### config.mk
export PLATFORM = sky130hd
export DESIGN_NAME = area_stat_box_flat
export DESIGN_NICKNAME = d
export VERILOG_FILES = /design/src/rtl/area_stat_box_if.sv /design/src/rtl/area_stat_box.sv /design/src/flat_wrapper.sv
export SDC_FILE = /design/constraint.sdc
export NUM_CORES = 1
export LEC_CHECK = 0
export CORE_MARGIN = 10
export CORE_UTILIZATION = 50
export CTS_CLUSTER_SIZE = 12
export DETAILED_ROUTE_END_ITERATION = 16
export PLACE_DENSITY_LB_ADDON = 0.08
export SYNTH_ARGS = -nofsm -noshare
export SYNTH_HDL_FRONTEND = slang
export SYNTH_SLANG_ARGS = --single-unit
### constraint.sdc
create_clock -name pixelclk -period 3.4 [get_ports pixelclk]
set_clock_uncertainty 0.2 [all_clocks]
set_input_delay 1.02 -clock pixelclk [delete_from_list [all_inputs] [get_ports pixelclk]]
set_output_delay 1.02 -clock pixelclk [all_outputs]
set_load 0.1 [all_outputs]
### src/rtl/area_stat_box_if.sv
// rtl/area_stat_box_if.sv - pixel stream, forwarded stream and frame statistics bundle
interface area_stat_box_if #(
  parameter int X_BITS    = 11,
  parameter int Y_BITS    = 11,
  parameter int AREA_BITS = 22
);
  logic                 en;
  logic                 i_binary;
  logic                 i_hs;
  logic                 i_vs;
  logic                 i_de;
  logic                 post_frame_vsync;
  logic                 post_frame_href;
  logic                 post_frame_clken;
  logic                 post_img_Bit;
  logic [AREA_BITS-1:0] area_cnt;
  logic [X_BITS-1:0]    x_min;
  logic [X_BITS-1:0]    x_max;
  logic [Y_BITS-1:0]    y_min;
  logic [Y_BITS-1:0]    y_max;
  logic                 obj_found;
  logic                 result_valid;

  modport master (
    output en, i_binary, i_hs, i_vs, i_de,
    input  post_frame_vsync, post_frame_href, post_frame_clken, post_img_Bit,
    input  area_cnt, x_min, x_max, y_min, y_max, obj_found, result_valid
  );

  modport slave (
    input  en, i_binary, i_hs, i_vs, i_de,
    output post_frame_vsync, post_frame_href, post_frame_clken, post_img_Bit,
    output area_cnt, x_min, x_max, y_min, y_max, obj_found, result_valid
  );
endinterface

### src/rtl/area_stat_box.sv
// rtl/area_stat_box.sv - per-frame foreground area and bounding box of a binary pixel stream
module area_stat_box #(
  parameter int X_BITS      = 11,
  parameter int Y_BITS      = 11,
  parameter int AREA_BITS   = 22,
  parameter int VS_ACT_HIGH = 1,
  parameter int DRAW_BOX    = 1
) (
  input logic             pixelclk,
  input logic             rst_n,
  area_stat_box_if.slave  bus
);

  typedef enum logic [1:0] {IDLE, ACTIVE, LATCH} state_t;

  state_t               state;
  logic                 vs_act, vs_act_d, de_d;
  logic                 frame_start, frame_end, de_fall;
  logic                 acc_en, ov_hit, en_lat;
  logic [X_BITS-1:0]    x_cnt, acc_x_min, acc_x_max;
  logic [Y_BITS-1:0]    y_cnt, acc_y_min, acc_y_max;
  logic [AREA_BITS-1:0] acc_area;

  assign vs_act      = (VS_ACT_HIGH != 0) ? bus.i_vs : ~bus.i_vs;
  assign frame_start = vs_act & ~vs_act_d;
  assign frame_end   = ~vs_act & vs_act_d;
  assign de_fall     = de_d & ~bus.i_de;
  assign acc_en      = (state == ACTIVE) & vs_act & en_lat & bus.i_de & bus.i_binary;

  // Overlay is evaluated on the input side against the latched box, so it lands
  // on the same delayed pixel as the x,y it was computed from.
  always_comb begin
    ov_hit = 1'b0;
    if ((DRAW_BOX != 0) && bus.obj_found) begin
      ov_hit = (((x_cnt == bus.x_min) || (x_cnt == bus.x_max)) &&
                (y_cnt >= bus.y_min) && (y_cnt <= bus.y_max)) ||
               (((y_cnt == bus.y_min) || (y_cnt == bus.y_max)) &&
                (x_cnt >= bus.x_min) && (x_cnt <= bus.x_max));
    end
  end

  always_ff @(posedge pixelclk or negedge rst_n) begin
    if (!rst_n) begin
      vs_act_d             <= 1'b0;
      de_d                 <= 1'b0;
      bus.post_frame_vsync <= 1'b0;
      bus.post_frame_href  <= 1'b0;
      bus.post_frame_clken <= 1'b0;
      bus.post_img_Bit     <= 1'b0;
    end else begin
      vs_act_d             <= vs_act;
      de_d                 <= bus.i_de;
      bus.post_frame_vsync <= bus.i_vs;
      bus.post_frame_href  <= bus.i_hs;
      bus.post_frame_clken <= bus.i_de;
      bus.post_img_Bit     <= bus.i_de & (bus.i_binary | ov_hit);
    end
  end

  always_ff @(posedge pixelclk or negedge rst_n) begin
    if (!rst_n) begin
      x_cnt <= '0;
      y_cnt <= '0;
    end else if (frame_start) begin
      x_cnt <= '0;
      y_cnt <= '0;
    end else begin
      if (bus.i_de) begin
        x_cnt <= x_cnt + 1'b1;
      end else if (de_fall) begin
        x_cnt <= '0;
      end
      if (de_fall) begin
        y_cnt <= y_cnt + 1'b1;
      end
    end
  end

  always_ff @(posedge pixelclk or negedge rst_n) begin
    if (!rst_n) begin
      state            <= IDLE;
      en_lat           <= 1'b0;
      acc_area         <= '0;
      acc_x_min        <= '1;
      acc_x_max        <= '0;
      acc_y_min        <= '1;
      acc_y_max        <= '0;
      bus.area_cnt     <= '0;
      bus.x_min        <= '0;
      bus.x_max        <= '0;
      bus.y_min        <= '0;
      bus.y_max        <= '0;
      bus.obj_found    <= 1'b0;
      bus.result_valid <= 1'b0;
    end else begin
      bus.result_valid <= 1'b0;
      case (state)
        IDLE: begin
          if (frame_start) begin
            acc_area  <= '0;
            acc_x_min <= '1;
            acc_x_max <= '0;
            acc_y_min <= '1;
            acc_y_max <= '0;
            en_lat    <= bus.en;
            state     <= ACTIVE;
          end
        end
        ACTIVE: begin
          if (acc_en) begin
            if (acc_area != '1) acc_area <= acc_area + 1'b1;
            if (x_cnt < acc_x_min) acc_x_min <= x_cnt;
            if (x_cnt > acc_x_max) acc_x_max <= x_cnt;
            if (y_cnt < acc_y_min) acc_y_min <= y_cnt;
            if (y_cnt > acc_y_max) acc_y_max <= y_cnt;
          end
          if (frame_end) state <= LATCH;
        end
        LATCH: begin
          if (en_lat) begin
            bus.area_cnt     <= acc_area;
            bus.obj_found    <= (acc_area != '0);
            bus.x_min        <= (acc_area != '0) ? acc_x_min : '0;
            bus.x_max        <= (acc_area != '0) ? acc_x_max : '0;
            bus.y_min        <= (acc_area != '0) ? acc_y_min : '0;
            bus.y_max        <= (acc_area != '0) ? acc_y_max : '0;
            bus.result_valid <= 1'b1;
          end
          // A back-to-back frame start restarts accumulation while the latch above completes.
          if (frame_start) begin
            acc_area  <= '0;
            acc_x_min <= '1;
            acc_x_max <= '0;
            acc_y_min <= '1;
            acc_y_max <= '0;
            en_lat    <= bus.en;
            state     <= ACTIVE;
          end else begin
            state <= IDLE;
          end
        end
        default: state <= IDLE;
      endcase
    end
  end

endmodule
### src/flat_wrapper.sv
// flat-port wrapper written by rule: the top's interface ports become plain ports
module area_stat_box_flat 
#(
  parameter int X_BITS      = 11,
  parameter int Y_BITS      = 11,
  parameter int AREA_BITS   = 22,
  parameter int VS_ACT_HIGH = 1,
  parameter int DRAW_BOX    = 1
)
  (pixelclk, rst_n, bus_en, bus_i_binary, bus_i_hs, bus_i_vs, bus_i_de, bus_post_frame_vsync, bus_post_frame_href, bus_post_frame_clken, bus_post_img_Bit, bus_area_cnt, bus_x_min, bus_x_max, bus_y_min, bus_y_max, bus_obj_found, bus_result_valid);
  area_stat_box_if #(.X_BITS(X_BITS), .Y_BITS(Y_BITS), .AREA_BITS(AREA_BITS)) bus_i ();
  input logic pixelclk;
  input logic rst_n;
  input wire logic [$bits(bus_i.en)-1:0] bus_en;
  input wire logic [$bits(bus_i.i_binary)-1:0] bus_i_binary;
  input wire logic [$bits(bus_i.i_hs)-1:0] bus_i_hs;
  input wire logic [$bits(bus_i.i_vs)-1:0] bus_i_vs;
  input wire logic [$bits(bus_i.i_de)-1:0] bus_i_de;
  output wire logic [$bits(bus_i.post_frame_vsync)-1:0] bus_post_frame_vsync;
  output wire logic [$bits(bus_i.post_frame_href)-1:0] bus_post_frame_href;
  output wire logic [$bits(bus_i.post_frame_clken)-1:0] bus_post_frame_clken;
  output wire logic [$bits(bus_i.post_img_Bit)-1:0] bus_post_img_Bit;
  output wire logic [$bits(bus_i.area_cnt)-1:0] bus_area_cnt;
  output wire logic [$bits(bus_i.x_min)-1:0] bus_x_min;
  output wire logic [$bits(bus_i.x_max)-1:0] bus_x_max;
  output wire logic [$bits(bus_i.y_min)-1:0] bus_y_min;
  output wire logic [$bits(bus_i.y_max)-1:0] bus_y_max;
  output wire logic [$bits(bus_i.obj_found)-1:0] bus_obj_found;
  output wire logic [$bits(bus_i.result_valid)-1:0] bus_result_valid;
  assign bus_i.en = bus_en;
  assign bus_i.i_binary = bus_i_binary;
  assign bus_i.i_hs = bus_i_hs;
  assign bus_i.i_vs = bus_i_vs;
  assign bus_i.i_de = bus_i_de;
  assign bus_post_frame_vsync = bus_i.post_frame_vsync;
  assign bus_post_frame_href = bus_i.post_frame_href;
  assign bus_post_frame_clken = bus_i.post_frame_clken;
  assign bus_post_img_Bit = bus_i.post_img_Bit;
  assign bus_area_cnt = bus_i.area_cnt;
  assign bus_x_min = bus_i.x_min;
  assign bus_x_max = bus_i.x_max;
  assign bus_y_min = bus_i.y_min;
  assign bus_y_max = bus_i.y_max;
  assign bus_obj_found = bus_i.obj_found;
  assign bus_result_valid = bus_i.result_valid;
  area_stat_box #(.X_BITS(X_BITS), .Y_BITS(Y_BITS), .AREA_BITS(AREA_BITS), .VS_ACT_HIGH(VS_ACT_HIGH), .DRAW_BOX(DRAW_BOX)) u_core (.pixelclk(pixelclk), .rst_n(rst_n), .bus(bus_i));
endmodule
==> flow_metrics.env <==
export IMPL_status="completed"
export IMPL_worst_hold_slack_ns=0.275
export IMPL_hpwl_mm=16.5
export IMPL_wirelength_mm=22.5
export IMPL_power_density_mw_per_mm2=633
export IMPL_dpl_cell_count=1263
export IMPL_crit_arrival_ns=3.01
export IMPL_finalCritPeriodShare_pct=84.6
export IMPL_coreArea_sq_mm=0.0181
export IMPL_die_area_sq_mm=0.0245
export IMPL_synth_top_area_share_pct=37.9
export IMPL_p_leak_uw=0.00546
export IMPL_cap_violations=0
export IMPL_postSynthCellCount=965
export IMPL_die_w_um=156
export IMPL_area_growth_syn_to_layout_pct=16.9
export IMPL_final_nets=1150
export IMPL_setup_tns_final_ns=0
export IMPL_wl_per_cell_um=17.4
export IMPL_slowest_delay_ns=0.90
export IMPL_setup_slack_ns=0.525
export IMPL_cp_end_kind="register"
export IMPL_clockRootBuffer="clkbuf_16"
export IMPL_ys_warn_count=0
export IMPL_finalMaxSlewViolations=0
export IMPL_fin_crit_ns=2.87
export IMPL_instances_no_fill=1294
export IMPL_grt_max_degree=53
export IMPL_fmax_mhz=348
export IMPL_clkSlewWorstSetupHoldPaths_ns=0.07
export IMPL_synth_edf_count=0
export IMPL_crit_path_start_kind="input pin"
export IMPL_finalSetupViolations=0
export IMPL_cts_buffers=17
export IMPL_synth_async_reset_ratio_pct=100
export IMPL_port_buffers=78
export IMPL_final_area_sq_mm=0.0109
export IMPL_syn_area_sq_mm=0.00931
export IMPL_postSynthAreaPerCell_sq_um=9.65
export IMPL_start_util_pct=51.3
export IMPL_cts_resized=0
export IMPL_cp_max_fo=11
export IMPL_critPathKind="input pin to register"
export IMPL_hp_class="register to register"
export IMPL_synthesis_nets=1062
export IMPL_crit_path_top_delay_cell="nor3_1"
export IMPL_grtUsageTotal_pct=19.1
export IMPL_path_common_cell="o21ai_0"
export IMPL_clk_insertion_delay_late_ns=0.43
export IMPL_slew_headroom_pct=19.9
export IMPL_vias=7253
export IMPL_place_gp_congestion=0.848
export IMPL_tightest_slew_ns=1.20
export IMPL_synth_area_leader_cell="dfrtp_1"
export IMPL_ys_ff_latch=163
export IMPL_grt_pass1_vias=7235
export IMPL_post_cts_buffers=0
export IMPL_pin_count=79
export IMPL_antenna_found_initial=0
export IMPL_ant_nets=0
export IMPL_drtIter0Drc=405
export IMPL_holdBufCountCts=0
export IMPL_ys_seq_area_share_pct=44.1
export IMPL_ys_flop_type="dfrtp_1"
export IMPL_num_rows=49
export IMPL_htree_levels=4
export IMPL_yosysMostFrequentCell="dfrtp_1"
export IMPL_rsz0062_at_grt="no"
export IMPL_remaining_drc_errors=0
export IMPL_critical_path_required_ns=3.54
export IMPL_drt_first_pass_iters=5
export IMPL_cts_max_path_buffers=2
export IMPL_grt_pass1_wl_mm=38.0
export IMPL_yosys_top_cells_area="dfrtp_1, ha_1, dfstp_2, o21ai_0, inv_1"
export IMPL_drive_gt1_share_pct=17.8
export IMPL_grt_overflow=0
export IMPL_placed_area_sq_mm=0.0103
export IMPL_cts_tree="yes"
export IMPL_synth_common_cells="dfrtp_1, ha_1, inv_1"
export IMPL_cts_num_sinks=163
export IMPL_drt_vias_per_instance=5.61
export IMPL_worstPathCellList="clkdlybuf4s50_1, nor2b_1, nor3_1, o21ai_0, o21ai_0"
export IMPL_vdd_ir_drop_max_mv=0.453
export IMPL_finalHoldViolCount=0
export IMPL_n_antenna_cell=0
export IMPL_die_height_um=156
export IMPL_dp_slack_ns=0.0653
export IMPL_ys_types=62
flip-flops by register name, indices dropped and copies added (netlist names):
name and count:
u_core.y_cnt 11, u_core.bus.y_max 11, u_core.x_cnt 11, u_core.bus.post_frame_vsync 1, u_core.bus.y_min 11, u_core.acc_x_min 11
u_core.bus.post_frame_href 1, u_core.en_lat 1, u_core.acc_area 22, u_core.bus.obj_found 1, u_core.bus.x_min 11, u_core.bus.post_frame_clken 1
u_core.acc_y_max 11, u_core.acc_x_max 11, u_core.bus.result_valid 1, u_core.bus.post_img_Bit 1, u_core.bus.x_max 11, u_core.bus.area_cnt 22
u_core.acc_y_min 11, u_core.state 2
final cells by class:
cell class,instances,area (sq um)
Inverter,90,338
Timing Repair Buffer,111,875
Tap cell,229,287
Sequential cell,163,4110
Multi-Input combinational cell,670,4700
Fill cell,1596,7260
Clock inverter,10,101
Clock buffer,21,480
final timing paths:
check                                                start                           endpoint  slack [ns]  cells after the start
max                                               bus_i_vs        u_core.x_cnt[9]$_DFFE_PN0P_        0.53                      5
min                        u_core.acc_y_max[8]$_DFFE_PN0P_    u_core.bus.y_max[8]$_DFFE_PN0P_        0.27                      2
max reg2reg                    u_core.y_cnt[9]$_DFFE_PN0P_  u_core.bus.post_img_Bit$_DFF_PN0_        0.76                      7
min reg2reg                u_core.acc_y_max[8]$_DFFE_PN0P_    u_core.bus.y_max[8]$_DFFE_PN0P_        0.27                      2
max in group asynchronous                            rst_n    u_core.acc_y_min[9]$_DFFE_PN1P_        1.91                      2
min in group asynchronous                            rst_n    u_core.bus.y_max[6]$_DFFE_PN0P_        0.30                      1
where the power goes:
part           switching (uW)  internal, uW
clock network             803          1090
logic                    1850           659
registers                 227          2260
total                    2880          4010
per-layer routing:
metal / global-route usage (%) / share of wire (%)
met4: 4.76 / 1.2
met2: 31.4 / 49
met3: 3.81 / 3.7
met1: 25.4 / 46
met5: 0 / 0
cells in the final DEF (no fill, tap or decap), drive strengths merged, types with 28 or more instances in the layout:
master	netlist	final
a21oi	28	28
inv	90	91
o21ai	87	87
dfrtp	141	141
mux2	38	38
ha	90	90
nand3	31	31
nor2	79	79
buf	9	106
nand2	78	78
per-stage QoR:
stage | power, uW | util [%]
2_1_floorplan | 4370 | -
3_3_place_gp | 5020 | 56.8
4_1_cts | 6950 | 60.0
6_report | 6890 | 60.0
5_1_grt | 7240 | 60.0
3_5_place_dp | 5040 | 56.8
kinds of logic after synthesis:
group                      synth area share, %
AOI/OAI and AO/OA                         14.6
xor gates and xnor gates                  2.45
adders and majority gates                 12.1
buffers and inverters                     5.51
DFF                                       44.1
muxes                                     5.03
and+or+nand+nor                           16.2
worst max-delay path: cells and delay by family:
family / cells / cell delay [ns]
buffers and inverters: 1 / 0.50
AO/OA/AOI/OAI: 2 / 0.33
AND/OR/NAND/NOR: 2 / 1.15
Power figures use the tool's default switching activity.
